## src/rtl/calc_pkg.sv

```systemverilog
// Shared definitions for the calculation-core stages: control-word width and
// the occupancy-counter width helper.
package calc_pkg;

  localparam int CRL_W = 21;

  typedef logic [CRL_W-1:0] crl_t;

  // Bits needed to count 0..depth inclusive.
  function automatic int count_width(input int depth);
    return $clog2(depth + 1);
  endfunction

endpackage

```

## src/rtl/pipe_stage.sv

```systemverilog
// One valid/data register of the elastic pipe. The data register only loads a
// valid source word, so bubbles never disturb the last word held.
module pipe_stage
  import calc_pkg::*;
#(
  parameter int DW = CRL_W
) (
  input  logic          i_clk,
  input  logic          i_rst_n,
  input  logic          i_flush,
  input  logic          i_load,
  input  logic          i_src_valid,
  input  logic [DW-1:0] i_src_data,
  output logic          o_valid,
  output logic [DW-1:0] o_data
);

  always_ff @(posedge i_clk) begin
    if (!i_rst_n) begin
      o_valid <= 1'b0;
      o_data  <= '0;
    end else begin
      if (i_flush) begin
        o_valid <= 1'b0;
      end else if (i_load) begin
        o_valid <= i_src_valid;
      end
      if (i_load && i_src_valid) begin
        o_data <= i_src_data;
      end
    end
  end

endmodule

```

## src/rtl/window_pipe.sv

```systemverilog
// Elastic DEPTH-stage valid/ready pipeline for window/census control words,
// with optional bubble collapsing, synchronous flush and an occupancy count.
module window_pipe
  import calc_pkg::*;
#(
  parameter int DW              = CRL_W,
  parameter int DEPTH           = 2,
  parameter int BUBBLE_COLLAPSE = 1
) (
  input  logic                          i_clk,
  input  logic                          i_rst_n,
  input  logic                          i_flush,
  input  logic                          i_valid,
  output logic                          o_ready,
  input  logic [DW-1:0]                 i_data,
  output logic                          o_valid,
  input  logic                          i_ready,
  output logic [DW-1:0]                 o_data,
  output logic [count_width(DEPTH)-1:0] o_count
);

  localparam int CW = count_width(DEPTH);

  logic [DEPTH-1:0] v;
  logic [DW-1:0]    d [DEPTH];
  logic [DEPTH-1:0] adv;
  logic             any_empty;
  logic             in_xfer;
  logic             out_xfer;
  logic [CW-1:0]    count_q;

  // A stage may advance when any stage at or beyond it has a free slot, or the
  // consumer takes the output; in lockstep mode only the output stall matters.
  always_comb begin
    adv       = '0;
    any_empty = 1'b0;
    for (int k = DEPTH - 1; k >= 0; k--) begin
      if (BUBBLE_COLLAPSE != 0) begin
        any_empty = any_empty | !v[k];
        adv[k]    = i_ready | any_empty;
      end else begin
        adv[k] = !v[DEPTH-1] | i_ready;
      end
    end
  end

  assign o_ready  = adv[0] & !i_flush;
  assign in_xfer  = i_valid & o_ready;
  assign out_xfer = v[DEPTH-1] & i_ready;
  assign o_valid  = v[DEPTH-1];
  assign o_data   = d[DEPTH-1];
  assign o_count  = count_q;

  for (genvar k = 0; k < DEPTH; k++) begin : g_stage
    logic          src_v;
    logic [DW-1:0] src_d;

    if (k == 0) begin : g_head
      assign src_v = in_xfer;
      assign src_d = i_data;
    end else begin : g_body
      assign src_v = v[k-1];
      assign src_d = d[k-1];
    end

    pipe_stage #(
      .DW(DW)
    ) u_stage (
      .i_clk       (i_clk),
      .i_rst_n     (i_rst_n),
      .i_flush     (i_flush),
      .i_load      (adv[k]),
      .i_src_valid (src_v),
      .i_src_data  (src_d),
      .o_valid     (v[k]),
      .o_data      (d[k])
    );
  end

  // Occupancy tracks handshakes directly so it stays registered.
  always_ff @(posedge i_clk) begin
    if (!i_rst_n) begin
      count_q <= '0;
    end else if (i_flush) begin
      count_q <= '0;
    end else begin
      count_q <= count_q + CW'(in_xfer) - CW'(out_xfer);
    end
  end

endmodule

```

## config.mk

```make
export PLATFORM = sky130hd
export DESIGN_NAME = window_pipe
export DESIGN_NICKNAME = d
export VERILOG_FILES = /design/src/rtl/calc_pkg.sv /design/src/rtl/pipe_stage.sv /design/src/rtl/window_pipe.sv
export SDC_FILE = /design/constraint.sdc
export NUM_CORES = 1
export LEC_CHECK = 0
export ABC_AREA = 0
export BUFFER_PORTS_ARGS = -buffer_cell sky130_fd_sc_hd__buf_2
export CORE_UTILIZATION = 47
export CTS_BUF_LIST = sky130_fd_sc_hd__clkbuf_16
export DETAILED_ROUTE_END_ITERATION = 8
export PLACE_DENSITY = 0.75
export SETUP_SLACK_MARGIN = 0.02
export SYNTH_ARGS = -nofsm -noshare
export SYNTH_HDL_FRONTEND = slang
export SYNTH_HIERARCHICAL = 1
export SYNTH_SLANG_ARGS = --single-unit
```

## constraint.sdc

```tcl
create_clock -name i_clk -period 1.6 [get_ports i_clk]
set_input_delay 0.4 -clock i_clk [delete_from_list [all_inputs] [get_ports i_clk]]
set_output_delay 0.4 -clock i_clk [all_outputs]
set_load 0.01 [all_outputs]
```

Yosys cells after proc, flatten, opt, wreduce, memory -nomap -nowiden:

Cells that the tools add are included.

* ROM bits: 0
* output and inout bits: 25
* input bits: 26
* register bits: 46
* memories kept: 0
* bits in writable memories: 0
* bits in latches: 0
* logic and storage cells: 20

* shift-type cells: 0
* equality and inequality tests: 0
* multiplexer cells: 0
* magnitude comparators: 0
* bitwise logic cells: 7
* $mul: 0
* divide/modulo/power cells: 0
* reduce and logical (&&, ||, !) cells: 6
* add/sub/neg operators: 2

Operators by type and width (count)
* AND 1 bit: 3
* zero test 1 bit: 3
* OR 1 bit: 3
* adder 2 x 1 -> 2 bit: 1
* logical AND 1 bit: 2
* OR reduction 2 bit: 1
* subtractor 2 x 1 -> 2 bit: 1
* NOT 1 bit: 1

Depth between registers and ports, before layout:

Gate-level depths: netlist of run 1.

* depth in word-level cells: 7
* depth in mapped cells: 8
* gate-level depth less buffers: 8

By module:

Netlist of run 1, hierarchy kept.

By module, submodules not included
* pipe_stage: times used 2, area an instance 952.2 um^2, cells each 99, seq. area each 440.4 um^2
* window_pipe: times used 1, area an instance 156.4 um^2, cells each 15, seq. area each 40.0 um^2

Worst setup path after synthesis of run 1:

No wires, ideal clock.

* kind: input port to flip-flop
* from: in i_ready
* to: reg count_q[1] (netlist: o_count[1])
* data arrival time: 1.608 ns
* buffers on the path: 0
* library setup time: 0.073 ns
* path slack: -0.080 ns
* cell stages on the path: 8
* cell sequence: and3b_1 -> inv_1 -> nand3b_1 -> ha_1 -> inv_1 -> ha_1 -> xnor3_1 -> nor3b_2

* word-level cells in the longest chain between the ends: 5

RTL lines
* start, declared: line window_pipe.sv:17 `input logic i_ready,`
* OR 1 bit: line window_pipe.sv:40 `adv[k] = i_ready | any_empty;`
* named net adv[0]: line window_pipe.sv:26 `logic [DEPTH-1:0] adv;`
* AND 1 bit: line window_pipe.sv:47 `assign o_ready = adv[0] & !i_flush;`
* AND 1 bit: line window_pipe.sv:48 `assign in_xfer = i_valid & o_ready;`
* adder 2 x 1 -> 2 bit: line window_pipe.sv:87 `count_q <= count_q + CW'(in_xfer) - CW'(out_xfer);`
* subtractor 2 x 1 -> 2 bit: line window_pipe.sv:87
* end signal, assigned: line window_pipe.sv:87
* end, declared: line window_pipe.sv:30 `logic [CW-1:0] count_q;`

The timed path passes the listed nets, and every way through them passes these cells.
A chain may end at the register's enable or synchronous reset.

Worst setup path after layout of run 1:

* from: reg g_stage[1].u_stage.o_valid
* to: reg count_q[1] (netlist: o_count[1])

* word-level cells in the longest chain between the ends: 7

RTL lines
* start, declared: line pipe_stage.sv:14 `output logic o_valid,`
* start signal, assigned: line pipe_stage.sv:26 `o_valid <= i_src_valid;`
* zero test 1 bit
* OR 1 bit: line window_pipe.sv:39 `any_empty = any_empty | !v[k];`
* OR 1 bit: line window_pipe.sv:40
* named net adv[0]: line window_pipe.sv:26
* AND 1 bit: line window_pipe.sv:47
* AND 1 bit: line window_pipe.sv:48
* adder 2 x 1 -> 2 bit: line window_pipe.sv:87
* subtractor 2 x 1 -> 2 bit: line window_pipe.sv:87

The timed path passes the listed nets, and every way through them passes these cells.

==> run metrics, run 1 <==
Sw Pwr=0.510 mW; routed len/inst=13.1 um; max-cap violations=0; number of cell rows=23; most frequent cells in the layout=buf_2 (50), dfxtp_1 (45), nand2_1 (42), nand4_1 (42), o21ai_2 (40); RSZ-0062 raised after global routing=yes; worst rel slew slack=74.7%; # clock sinks=46; crit-path max FO=5; register area share after synthesis=44.7%; global-route wire length before repair=6790 um; outcome=finished clean; combinational fraction of design power=8.3%; cell count after synthesis=213; antenna-violating nets left=0; initial antenna violation count=0; YS warnings=6; pre-CTS setup slack=-0.142 ns; GP Congestion=0.757; Worst setup EP type=flop; Sw Ratio=21.9%; P per Cell Area=944 nW/um^2; drt first pass iters=4; CP Launch Type=flop; Core ar.=4120 um^2; number of register bits inferred by synthesis=46; Layout area overhead=20.1%; Final Slew Violations=0; Final min period=1.56 ns; layout cell share with drive strength beyond 1=45.0%; worst slew pin tran=0.380 ns; maximum VDD drop=0.487 mV; residual DRC count=0; DRT iter0 DRCs=129; IO buf count=50; Synth Net Count=241; Die Y=68.2 um; Initial Utilization=50.1%; internal power=1.83 mW; hold crit path type=in -> reg; clk slew on worst S/H paths=0.06 ns; vias in the first global route=1509; Ports=51; total global-route track usage=19.6%; syn avg cell area=9.67 um^2; Worst Clk Skew=0.00354 ns; leakage=1.05 nW; GRT overflow=0; largest net degree at the start of global routing=36; diode count=0; Longest Clk Path Bufs=2; Die X-Extent=68.2 um; DR vias=1655; Netlist cell types=20; CTS tree=done; half-perimeter wire length after placement=2790 um; H-tree depth=2; Tcrit/Tclk final=97.4%; Mapped Area=2060 um^2; Post-Layout Cell Count=310; Clk network pwr share=40.6%; final setup violation count=0; Hold Fails Final Rpt=0; fmax=642 MHz; Via density=5.34; Post-Route WL=4070 um; Arrival @ worst endpoint=1.77 ns; root buffer cell=clkbuf_16; Num CTS Buffers=5; crit path kind=reg -> reg; minimum hold slack=0.374 ns; most common cell after layout, fill and taps aside=buf_2; full die area=4650 um^2; final net count=288; sequential power share=51.1%; setup ws final=0.0423 ns; Skew-Pair Late Insertion Delay=0.28 ns; DP Cell Count=303; total negative slack=0 ns; Req. time, crit path=1.81 ns
[power by group through the flow]
| stage | Sequential [mW] | Combinational (mW) | Clock [mW] |
|---|---|---|---|
| finish | 1.19 | 0.194 | 0.948 |
| global route | 1.20 | 0.213 | 1.02 |
| CTS | 1.19 | 0.195 | 0.972 |
| detailed placement | 1.22 | 0.194 | 0 |
| global placement | 1.22 | 0.192 | 0 |
| floorplan | 1.22 | 0.130 | 0 |
[synthesized netlist by cell type]
library cell,instances,area (um^2)
dfxtp_1,46,921
nand2_1,42,158
nand4_1,42,263
o21ai_2,40,350
buf_2,14,70.1
buf_12,4,80.1
buf_4,4,30.0
nor3b_2,3,37.5
and2_4,2,17.5
and3b_1,2,17.5
ha_1,2,25.0
inv_1,2,7.51
mux2i_1,2,20.0
o21ai_1,2,10.0
and2_1,1,6.26
nand2b_1,1,6.26
nand3b_1,1,7.51
nor2_1,1,3.75
nor3b_1,1,7.51
xnor3_1,1,22.5
[state kept, by name (all words and copies together) (netlist names)]
| name | count |
|---|---|
| g_stage.u_stage/o_valid | 2 |
| o_count | 2 |
| g_stage.u_stage/o_data | 42 |
[metal layers]
layer,wire length (um),track usage (%),vias up
met2,1820,31.6,43
met4,75,6.77,0
met3,178,4.83,8
met1,1990,25.2,736
li1,-,-,868
met5,0,0,-
[cell families after synthesis]
family | count (synthesis) | synth area share, %
simple gates | 96 | 25.4
compound gates | 42 | 17.5
flops | 46 | 44.7
mux | 2 | 0.972
fa+ha+maj | 2 | 1.21
buf+inv | 24 | 9.11
xor+xnor | 1 | 1.09
[final timing paths]
check | startpoint | endpoint | slack, ns | cells past startpoint
setup / recovery | g_stage[1].u_stage/o_valid | o_count[1] | 0.04 | 8
hold / removal | i_data[17] | g_stage[0].u_stage/o_data[17] | 0.37 | 3
setup reg to reg | g_stage[1].u_stage/o_valid | o_count[1] | 0.04 | 8
hold reg to reg | g_stage[0].u_stage/o_data[17] | g_stage[0].u_stage/o_data[17] | 0.45 | 2
[worst max-delay path, cell delays in order, from the launching register on]
cell	delay, ns
dfxtp_2	0.33
and3b_1	0.18
inv_2	0.06
nand3b_1	0.08
ha_1	0.28
inv_1	0.06
ha_1	0.14
xnor3_1	0.23
nor3b_2	0.15
[timing repair]
action                                  CTS  global route
hold endpoints to repair                  0             0
gates cloned                              0             0
buffers inserted                          0             0
resized for setup                         1             0
hold buffers                              0             0
pin swaps                                 0             0
endpoints found under the setup margin    1             2
[cell type report]
type	count	area, um^2
sequential	46	922
fill	382	1640
multi-input combinational	143	957
clock inverter	2	10.0
clock buffer	5	125
tap	50	62.6
timing repair buffer	62	390
inverter	2	7.51
[per-stage QoR]
step	power (mW)	instance area (um^2)	utilization (%)
3_5_place_dp	1.41	2340	56.8
2_1_floorplan	1.35	2060	-
5_1_grt	2.43	2470	60.1
6_report	2.34	2470	60.1
4_1_cts	2.36	2470	60.1
3_3_place_gp	1.41	2340	56.8
Power figures use the tool's default switching activity.
==> run 2: changes to the inputs <==
Settings changed: CELL_PAD_IN_SITES_DETAIL_PLACEMENT from default to 0, CELL_PAD_IN_SITES_GLOBAL_PLACEMENT from default to 1, CORE_UTILIZATION 47 to 36, PLACE_DENSITY 0.75 to default, PLACE_DENSITY_LB_ADDON from default to 0.1.
==> run 2 against run 1 <==
Effect of this change: sequential power about the same; clock power grew 2.7%; core utilization shrank 15 points; largest power group unchanged; critical endpoint unchanged; routed wire length up 12%.
==> run metrics, run 2 (synthesis gave the netlist of run 1 again) <==
hold crit path type=in -> reg; minimum hold slack=0.358 ns (-0.0159 ns); IO buf count=50 (unchanged); final setup violation count=0 (unchanged); overall power=2.36 mW (+0.93%); final net count=288 (unchanged); worst rel slew slack=73.6% (-1.1 points); Largest Register=g_stage.u_stage/o_data; Die Y=77.7 um (+14%); root buffer cell=clkbuf_16; fmax=646 MHz (+0.57%); RSZ-0062 raised after global routing=yes; Skew-Pair Late Insertion Delay=0.28 ns (about the same); Post-Route WL=4560 um (+12%); DR vias=1676 (+1.3%); Arrival @ worst endpoint=1.76 ns (about the same); routed len/inst=13.7 um (+4.4%); Top cell by count, worst path=ha_1; max FFs per register=42 (unchanged); number of cell rows=27 (+17%); Worst setup EP type=flop; residual DRC count=0 (unchanged); clk slew on worst S/H paths=0.06 ns (about the same); Final min period=1.55 ns (-0.00889 ns); crit path kind=reg -> reg; Tcrit/Tclk final=96.8% (-0.56 points); CTS tree=done; DP Cell Count=324 (+6.9%); Worst Clk Skew=0.00404 ns (+0.000502 ns); # fillers=564 (+48%); Final Slew Violations=0 (unchanged); vias in the first global route=1481 (-1.9%); Num CTS Buffers=5 (unchanged); Via density=5.03 (-5.7%); H-tree depth=2 (unchanged); Longest Clk Path Bufs=2 (unchanged); Req. time, crit path=1.81 ns (about the same); Largest stage delay, worst path=0.33 ns (about the same); worst hold stages=3 (unchanged); RR Startpoint=g_stage[1].u_stage/o_valid; global-route wire length before repair=7470 um (+10%); CP Cell Sequence=and3b_1 > inv_2 > nand3b_1 > ha_1 > inv_1 > ha_1 > xnor3_1 > nor3b_2; leakage=1.05 nW (-0.13%); outcome=finished clean; worst r2r path cells=8 (unchanged); Post-Layout Cell Count=333 (+7.4%); DRT iter0 DRCs=105 (-19%); crit-path max FO=4 (-1); antenna-violating nets left=0 (unchanged); Die X-Extent=77.7 um (+14%); Layout area overhead=21.1%; placed cell areas=2350 um^2 (+0.32%); Reg2Reg Setup Slack=0.05 ns (about the same); largest net degree at the start of global routing=89 (+150%); Hold Fails Final Rpt=0 (unchanged); Layout Utilization=45.3% (-15 points); GRT overflow=0 (unchanged); diode count=0 (unchanged); Final Cell Area=2490 um^2 (+0.81%); layout cell share with drive strength beyond 1=44.8% (-0.17 points); P per Cell Area=945 nW/um^2 (+0.12%); CP max-delay cell=dfxtp_2; most frequent cells in the layout=buf_2 (50), dfxtp_1 (45), nand2_1 (42), nand4_1 (42), o21ai_2 (40); initial antenna violation count=0 (unchanged); most common cell after layout, fill and taps aside=buf_2; Initial Utilization=37.4% (-13 points); worst slew pin tran=0.396 ns (+0.0163 ns); CP Launch Type=flop; R2R Path End=o_count[1]; Ports=51 (unchanged); total global-route track usage=16.0% (-3.6 points); max-cap violations=0 (unchanged); GP Congestion=0.695 (-8.1%); full die area=6030 um^2 (+30%); Hold Buf Count CTS=0 (unchanged); drt first pass iters=4 (unchanged); half-perimeter wire length after placement=2870 um (+2.9%); Core ar.=5510 um^2 (+34%); maximum VDD drop=0.432 mV (-11%); HP Start=i_data[17]; # clock sinks=46 (unchanged); hold path endpoint=g_stage[0].u_stage/o_data[17]
==> run 2: cell count changes in the layout (fill, tap and decap cells not counted), sizes merged <==
| cell | previous run | this run |
|---|---|---|
| inv | 2 | 3 |
==> run 2: metrics by stage <==
step	setup slack, ns	TNS [ns]
detailed placement	-0.143	-0.828
finish	0.0512	0
floorplan	-0.0212	-0.0212
global placement	-0.0915	-0.143
CTS	0.0232	0
global route	-0.0413	-0.0448
==> run 2: how the worst max path moves through the flow <==
stage,start,end,depth (start not counted)
finish,g_stage[1].u_stage/o_valid,o_count[1],8
global route,g_stage[1].u_stage/o_valid,o_count[1],8
global placement,i_ready,o_count[1],9
detailed placement,i_ready,o_count[1],9
floorplan,i_ready,o_count[1],8
CTS,g_stage[1].u_stage/o_valid,o_count[1],8
==> run 2: repair_timing <==
| action | in CTS | in global routing |
|---|---|---|
| gates resized for setup | 1 | 1 |
| setup buffers | 0 | 1 |
| hold endpoints to repair | 0 | 0 |
| setup endpoints to repair | 1 | 2 |
==> run 2: power breakdown <==
part / total [mW] / leakage, nW / internal (mW) / switching, mW
Clock: 0.974 / 0.0724 / 0.565 / 0.409
Combinational: 0.190 / 0.604 / 0.0794 / 0.110
Sequential: 1.19 / 0.374 / 1.18 / 0.0165
==> run 2: cell type report <==
| type | instances | area, um^2 | share of cell area, % |
|---|---|---|---|
| multi-input combinational | 143 | 960 | 38.5 |
| sequential | 46 | 922 | 37.0 |
| timing repair buffer | 62 | 378 | 15.1 |
| clock buffer | 5 | 125 | 5.02 |
| tap | 72 | 90.1 | 3.61 |
| clock inverter | 3 | 12.5 | 0.502 |
| inverter | 2 | 7.51 | 0.301 |
==> run 2: critical path, delay by kind of cell (launching register included) <==
family,cells,cell delay [ns]
AND/OR/NAND/NOR,3,0.41
adder cells (fa/ha/maj),2,0.41
flip-flops,1,0.33
XOR/XNOR,1,0.23
buffers and inverters,2,0.11
==> run 2: routing by layer <==
layer  vias to the layer above  part of all wire, %  routed length (um)  global-route usage, %
li1                        863                    -                   -                      -
met5                         -                    0                   0                      0
met1                       782                   51                2320                   23.0
met3                         2                  3.8                 175                   4.47
met4                         0                 0.55                  25                   4.53
met2                        29                   45                2050                   23.1
